**src/rtl/systolic_block_port.sv**
```systemverilog
// Multi-lane serial block port: per-lane block capture, register-access packet decode,
// shared register bank exported in parallel, one-block-delayed serial output.
module systolic_block_port #(
  parameter int unsigned DATA_W    = 4,
  parameter int unsigned BLOCK_LEN = 16,
  parameter int unsigned NCH       = 2,
  parameter int unsigned DEPTH     = 4,
  parameter logic [7:0]  BASE_ADDR = 8'h10,
  localparam int unsigned BW = $clog2(BLOCK_LEN),
  localparam int unsigned RW = BLOCK_LEN * DATA_W,
  localparam int unsigned IW = (DEPTH > 1) ? $clog2(DEPTH) : 1
) (
  input  logic                  clk,
  input  logic                  rst,
  input  logic [NCH*DATA_W-1:0] lane_in,
  input  logic [NCH-1:0]        lane_ctrl_in,
  output logic [NCH*DATA_W-1:0] lane_out,
  output logic [NCH-1:0]        lane_ctrl_out,
  output logic [BW-1:0]         beat,
  output logic                  blk_start,
  output logic [DEPTH*RW-1:0]   regs_flat,
  output logic [DEPTH-1:0]      wr_strobe
);

  if (BLOCK_LEN < 16) begin : g_len_chk
    $error("BLOCK_LEN must be at least 16");
  end
  if (int'(BASE_ADDR) + DEPTH > 256) begin : g_addr_chk
    $error("BASE_ADDR + DEPTH exceeds the 8-bit address space");
  end

  logic [BW-1:0]        beat_q;
  logic [DATA_W-1:0]    in_buf_q  [NCH][BLOCK_LEN];
  logic [BLOCK_LEN-1:0] in_ctrl_q [NCH];
  logic [DATA_W-1:0]    out_buf_q [NCH][BLOCK_LEN];
  logic [BLOCK_LEN-1:0] out_ctrl_q [NCH];
  logic [RW-1:0]        bank_q [DEPTH];

  logic [DATA_W-1:0]    blk_data [NCH][BLOCK_LEN];
  logic [BLOCK_LEN-1:0] blk_ctrl [NCH];
  logic [DATA_W-1:0]    nxt_buf  [NCH][BLOCK_LEN];
  logic [BLOCK_LEN-1:0] nxt_ctrl [NCH];
  logic [RW-1:0]        bank_d   [DEPTH];
  logic [DEPTH-1:0]     strobe_d;
  logic                 boundary;

  assign boundary  = (beat_q == BW'(BLOCK_LEN - 1));
  assign beat      = beat_q;
  assign blk_start = (beat_q == '0);

  for (genvar r = 0; r < DEPTH; r++) begin : g_flat
    assign regs_flat[r*RW +: RW] = bank_q[r];
  end

  // Whole-block decode; the final beat comes straight from the live inputs.
  always_comb begin
    strobe_d = '0;
    for (int r = 0; r < DEPTH; r++) bank_d[r] = bank_q[r];
    for (int j = 0; j < NCH; j++) begin
      logic [7:0]    addr;
      logic          hit;
      logic [IW-1:0] idx;
      logic [RW-1:0] payload;
      for (int k = 0; k < BLOCK_LEN; k++) blk_data[j][k] = in_buf_q[j][k];
      blk_ctrl[j] = in_ctrl_q[j];
      blk_data[j][BLOCK_LEN-1] = lane_in[j*DATA_W +: DATA_W];
      blk_ctrl[j][BLOCK_LEN-1] = lane_ctrl_in[j];
      for (int b = 0; b < 8; b++) addr[7-b] = blk_ctrl[j][8+b];
      hit = blk_ctrl[j][0] && (addr >= BASE_ADDR) &&
            ({1'b0, addr} < ({1'b0, BASE_ADDR} + 9'(DEPTH)));
      idx = IW'(addr - BASE_ADDR);
      for (int k = 0; k < BLOCK_LEN; k++) begin
        payload[(BLOCK_LEN-k)*DATA_W-1 -: DATA_W] = blk_data[j][k];
        nxt_buf[j][k] = blk_data[j][k];
      end
      nxt_ctrl[j] = blk_ctrl[j];
      if (hit && blk_ctrl[j][1]) begin
        // Lanes are walked in ascending order so the highest lane wins a collision.
        bank_d[idx]   = blk_ctrl[j][3] ? (bank_q[idx] ^ payload) : payload;
        strobe_d[idx] = 1'b1;
        for (int k = 0; k < BLOCK_LEN; k++) nxt_buf[j][k] = '0;
        nxt_ctrl[j] = '0;
      end else if (hit && blk_ctrl[j][2]) begin
        for (int k = 0; k < BLOCK_LEN; k++) begin
          nxt_buf[j][k] = bank_q[idx][(BLOCK_LEN-k)*DATA_W-1 -: DATA_W];
        end
        nxt_ctrl[j][2] = 1'b0;
        nxt_ctrl[j][4] = 1'b1;
      end
    end
  end

  always_ff @(posedge clk) begin
    if (rst) begin
      beat_q        <= '0;
      lane_out      <= '0;
      lane_ctrl_out <= '0;
      wr_strobe     <= '0;
      for (int r = 0; r < DEPTH; r++) bank_q[r] <= '0;
      for (int j = 0; j < NCH; j++) begin
        in_ctrl_q[j]  <= '0;
        out_ctrl_q[j] <= '0;
        for (int k = 0; k < BLOCK_LEN; k++) begin
          in_buf_q[j][k]  <= '0;
          out_buf_q[j][k] <= '0;
        end
      end
    end else begin
      beat_q    <= boundary ? '0 : beat_q + 1'b1;
      wr_strobe <= boundary ? strobe_d : '0;
      for (int j = 0; j < NCH; j++) begin
        in_buf_q[j][beat_q]           <= lane_in[j*DATA_W +: DATA_W];
        in_ctrl_q[j][beat_q]          <= lane_ctrl_in[j];
        lane_out[j*DATA_W +: DATA_W]  <= out_buf_q[j][beat_q];
        lane_ctrl_out[j]              <= out_ctrl_q[j][beat_q];
      end
      if (boundary) begin
        for (int r = 0; r < DEPTH; r++) bank_q[r] <= bank_d[r];
        for (int j = 0; j < NCH; j++) begin
          out_ctrl_q[j] <= nxt_ctrl[j];
          for (int k = 0; k < BLOCK_LEN; k++) out_buf_q[j][k] <= nxt_buf[j][k];
        end
      end
    end
  end

endmodule
```
**config.mk**
```make
export PLATFORM = sky130hd
export DESIGN_NAME = systolic_block_port
export DESIGN_NICKNAME = d
export VERILOG_FILES = /design/src/rtl/systolic_block_port.sv
export SDC_FILE = /design/constraint.sdc
export NUM_CORES = 1
export LEC_CHECK = 0
export ABC_AREA = 1
export BUFFER_PORTS_ARGS = -buffer_cell sky130_fd_sc_hd__buf_2
export CAP_MARGIN = 20
export CORE_MARGIN = 2
export CORE_UTILIZATION = 44
export DETAILED_ROUTE_END_ITERATION = 8
export PLACE_DENSITY_LB_ADDON = 0.25
export SYNTH_ARGS = -nofsm -noshare
export SYNTH_HDL_FRONTEND = slang
export SYNTH_SLANG_ARGS = --single-unit
```
**constraint.sdc**
```tcl
create_clock -name clk -period 37 [get_ports clk]
set_clock_uncertainty 0.15 [all_clocks]
set_input_delay 1.85 -clock clk [delete_from_list [all_inputs] [get_ports clk]]
set_output_delay 1.85 -clock clk [all_outputs]
set_load 0.05 [all_outputs]
```
-- Word-level counts from Yosys, hierarchy flattened
Memories as Yosys holds them, arrays and structs flattened.
Index checks and enable logic that the tools add are counted.
- memory bits (writable): 576
- register bits: 18
- bits of input ports: 12
- output and inout port bits: 275
- memories kept: 5
- memory list (memory ; depth ; bits a word ; rd ports ; clocked after memory_dff ; wr ports ; line ; RTL):
    bank_q ; 4 ; 64 ; 6 ; 0 ; 4 ; 37 ; logic [RW-1:0] bank_q [DEPTH];
    in_buf_q ; 2 ; 64 ; 2 ; 0 ; 2 ; 33 ; logic [DATA_W-1:0] in_buf_q [NCH][BLOCK_LEN];
    out_buf_q ; 2 ; 64 ; 2 ; 0 ; 2 ; 35 ; logic [DATA_W-1:0] out_buf_q [NCH][BLOCK_LEN];
    in_ctrl_q ; 2 ; 16 ; 2 ; 0 ; 2 ; 34 ; logic [BLOCK_LEN-1:0] in_ctrl_q [NCH];
    out_ctrl_q ; 2 ; 16 ; 2 ; 0 ; 2 ; 36 ; logic [BLOCK_LEN-1:0] out_ctrl_q [NCH];
- magnitude comparators: 16
- eq/ne operators: 1
- reduce and logical (&&, ||, !) cells: 17
- bitwise gates (word level): 205
- add/subtract/negate cells: 3
- mux-type cells: 253
- operators by type and width (operator ; count):
    64-bit 2-to-1 mux ; 13
    256-bit bitwise mux ; 2
    256-bit 2-to-1 mux ; 2
    64-bit demux with 2-bit select ; 2
    1-bit bitwise OR ; 198
    1-bit 2-to-1 mux ; 180
    4-bit 2-to-1 mux ; 39
    64-bit bitwise XOR ; 2
    16-bit 2-to-1 mux ; 3
    4-bit binary-select mux with 4-bit select ; 2
    11-bit 2-to-1 mux ; 2
    4-bit demux with 4-bit select ; 1
    8-bit by 5-bit greater-or-equal comparator with 1-bit output, second input constant ; 2
    8-bit by 5-bit < comparator with 1-bit output, second input constant ; 2
    1-bit logical AND ; 14
    1-bit binary-select mux with 4-bit select ; 2
    3-bit greater-or-equal comparator, second input constant ; 2
    2-bit by 3-bit < comparator with 1-bit output, second input constant ; 2
    3-bit by 1-bit < comparator with 1-bit output, second input constant ; 2
    2-bit inverter with 3-bit output ; 2
    5-bit greater-or-equal comparator, second input constant ; 1
    4-bit by 5-bit < comparator with 1-bit output, second input constant ; 1
    5-bit by 1-bit < comparator with 1-bit output, second input constant ; 1
    4-bit inverter with 5-bit output ; 1
    other kinds (12) ; 17

-- Longest topological paths before layout
- depth after elaboration: 11
- depth in mapped cells: 13
- gate-level depth less buffers: 10

-- Worst setup path after synthesis
OpenSTA, ideal clock, no wires.
- path type: flip-flop to flip-flop
- start point: register beat_q[1] (netlist: beat[1])
- end point: register beat_q[3] (netlist: beat[3])
- arrival: 32409 ps
- period minus slack after synthesis: 32726 ps
- stages on the path, launching flop included: 6
- path buffers: 0
- setup slack: 4274 ps
- setup time: 167 ps
- path through: dfxtp_1 ha_1 inv_1 o21ai_0 o21bai_1 a21oi_1
- longest elaborated chain between the ends: 2
- elaborated cells between the ends (all ways): 3
- RTL lines (what ; line ; RTL):
    start: declaration ; 32 ; logic [BW-1:0] beat_q;
    start signal: assignment ; 109 ; beat_q <= boundary ? '0 : beat_q + 1'b1;
    parallel branches: the longest is 2 deep, another holds 4-bit by 1-bit adder with 4-bit output ; - ;
Parallel ways; which one is timed is not known.
A chain may end at the register's enable or synchronous reset.

==> flow_summary.yaml <==
worst_setup_path:
  cp_slowest_stage_delay_ns: 0.82
  cp_max_fo: 85
  rr_worst_depth: 11
  rr_endpoint: "bank_q[0][20]"
  crit_chain: "buf_6, inv_2, nor2_1, nand3_2, nor2_4, buf_4, nand3_1, nand2_1, nor2_1"
  r2r_start: "in_ctrl_q[0][30]"
  end_kind: "flip-flop"
  critical_path_arrival_ns: 5.27
  crit_start: "lane_ctrl_in[0]"
  crit_top_cell: "nor2_1"
  cp.required_ns: 37.22
  critical_path_class: "in -> reg"
  endpoint: "bank_q[1][53]"
  reg2reg_slack_ns: 32.43
  cp-start-kind: "input pin"
  cpMaxStageDelayCell: "nor2_4"
yosys:
  synth_top_cell_area_share_pct: 48.1
  ys_ff_latch: 584
  yosys_most_used_dff: "edfxtp_1"
  synth_edf_count: 566
  ys_top_cells_by_area: "edfxtp_1, nand2_1, nand3_1"
  synth_most_common_cell: "nand2_1"
  ys_top_cells_by_count: "nand2_1, nor2_1, nand3_1, edfxtp_1, o21ai_0"
  ys_seq_area_share_pct: 49.1
  synth_top_area_cell: "edfxtp_1"
  syn_area_mm2: 0.0354
  synthesis.nets: 4737
  ys_async_sr_fraction_pct: 0
  yosys_warnings: 0
  synthCells: 4721
  syn_avg_cell_area_um2: 7.49
  synth_cell_types: 28
drt:
  postRouteAntennaNets: 0
  drt-pass1-iter-count: 6
  finalWirelength_um: 124000
  wire_per_inst_um: 20.9
  drc: 0
  via_per_inst: 5.67
  vias: 33600
  initialDrtViolationCount: 4461
finish:
  drive_above_1_share_pct: 10.1
  num-nets-final: 4828
  finalNonFillerCells: 5917
  fin_area_mm2: 0.0395
  area_growth_pct: 11.7
  n_antenna_cell: 0
  fin_util_pct: 49.8
clock_network:
  cts_tree: "done"
  cts.clk_slew.worst_paths_ns: 0.06
  insertion_delay_ns: 0.63
  cts_made_buffers: 68
  cts_root_buf: "clkbuf_16"
  clock_sinks: 584
  clk_path_buf_depth: 3
  holdBufCountCts: 0
  ctsResizeCount: 0
  htree_levels: 3
  postCtsSetupBuffers: 0
power:
  total_power_mw: 1.69
  p_per_area_mw_per_mm2: 42.8
  ir_worst_vdd_mv: 0.0339
  power_leakage_nw: 17.3
global_route:
  grt-ovfl-total: 0
  antenna_found_initial: 2
  track_usage_pct: 29.2
  grt_pass1_wl_um: 186000
  grt_pass1_vias: 30000
  grt_max_degree: 188
sta:
  max_clock_freq_mhz: 198
  fin_crit_sh_pct: 13.7
  min_period_ns: 5.05
  rsz0062_at_grt: "false"
  tns_ns: 0
  slew_headroom_pct: 15.6
  fin_hold_ws_ns: 0.376
  hold_viol_final: 0
  worst_slew_pin_slew_ns: 1.27
  setup_viol: 0
  worst_slack_ns: 31.95
  slew_viol_final: 0
floorplanning:
  start_util_pct: 44.6
  die_w_um: 287
  die_h_um: 287
  die-area_mm2: 0.0826
  pin_count: 287
  rows: 103
  core_mm2: 0.0793
placed_design:
  dp_hpwl_um: 80100
  dpl_cell_area_mm2: 0.0372
  dp_cells: 5790
  pre_cts_ws_ns: 31.44
  io_buffers: 286
  globalplace.congestion: 0.885
outcome:
  status: "complete, no violations"
flow_run:
  max_cap_viol_count: 0
worst_hold_path:
  hold_path.class: "reg -> reg"
==> flip-flops by register name, summed over array words and instances (netlist names) <==
register,flops
in_ctrl_q,30
in_buf_q,120
beat,4
bank_q,256
lane_out,8
out_buf_q,128
out_ctrl_q,32
lane_ctrl_out,2
wr_strobe,4
==> power breakdown <==
part / switching (mW) / total, mW / internal, mW / leakage (nW)
Combinational: 0.178 / 0.221 / 0.0428 / 10.2
Clock: 0.287 / 0.697 / 0.410 / 1.10
Sequential: 0.0210 / 0.774 / 0.753 / 5.99
==> layer usage <==
metal,up-vias,global-route usage [%],part of all wire (%),wire [µm]
met3,209,5.32,10,12900
met5,-,0,0.0089,11
met4,2,9.77,3.0,3660
li1,15900,-,-,-
met2,1827,43.8,44,54000
met1,15600,42.6,43,53300
==> cell usage in the layout, fill, tap and decap left out, types with 8 or more instances in the layout <==
master        n
nand2_1    1390
clkinv_2     11
dfxtp_1      17
a211oi_1    105
buf_2       284
buf_4        50
nor2_4       11
edfxtp_1    566
nand3b_1     11
o21ai_1      30
o21ai_0     479
clkbuf_1     12
bufinv_16     8
nor2_1      666
a21oi_1      46
nand3_2      16
nand3_1     645
inv_1       338
inv_2        10
o22ai_1      40
clkinv_1     21
clkbuf_16    70
==> kinds of logic after synthesis <==
kind of cell               after synthesis  synth area share [%]
AOI/OAI and AO/OA                      703                  10.9
DFF                                    584                  49.1
buffers and inverters                  675                  7.73
and+or+nand+nor                       2755                  32.2
adders and majority gates                4                 0.142
==> worst min path at each step <==
stage                     start           endpoint  slack, ns  depth (start not counted)
5_1_grt         in_ctrl_q[0][7]   out_ctrl_q[0][7]       0.42                          2
6_report        in_ctrl_q[0][6]   out_ctrl_q[0][6]       0.38                          2
2_1_floorplan  in_ctrl_q[0][20]  out_ctrl_q[0][20]       0.36                          2
3_5_place_dp    in_ctrl_q[0][4]   out_ctrl_q[0][4]       0.38                          1
3_3_place_gp   in_ctrl_q[0][22]  out_ctrl_q[0][22]       0.38                          2
4_1_cts         in_ctrl_q[0][6]   out_ctrl_q[0][6]       0.37                          2
==> area by class of cell <==
class                           count  area (µm²)
Clock buffer                       85        1840
Clock inverter                     40         419
Fill cell                        7709       39800
Inverter                          357        1350
Multi-Input combinational cell   3462       15300
Sequential cell                   584       17400
Tap cell                         1050        1310
Timing Repair Buffer              339        1890
==> worst max-delay path: cells and delay by family <==
family                 cells  cell delay (ns)
AND/OR/NAND/NOR            6             1.76
buffers and inverters      3             1.52
Power figures use the tool's default switching activity.
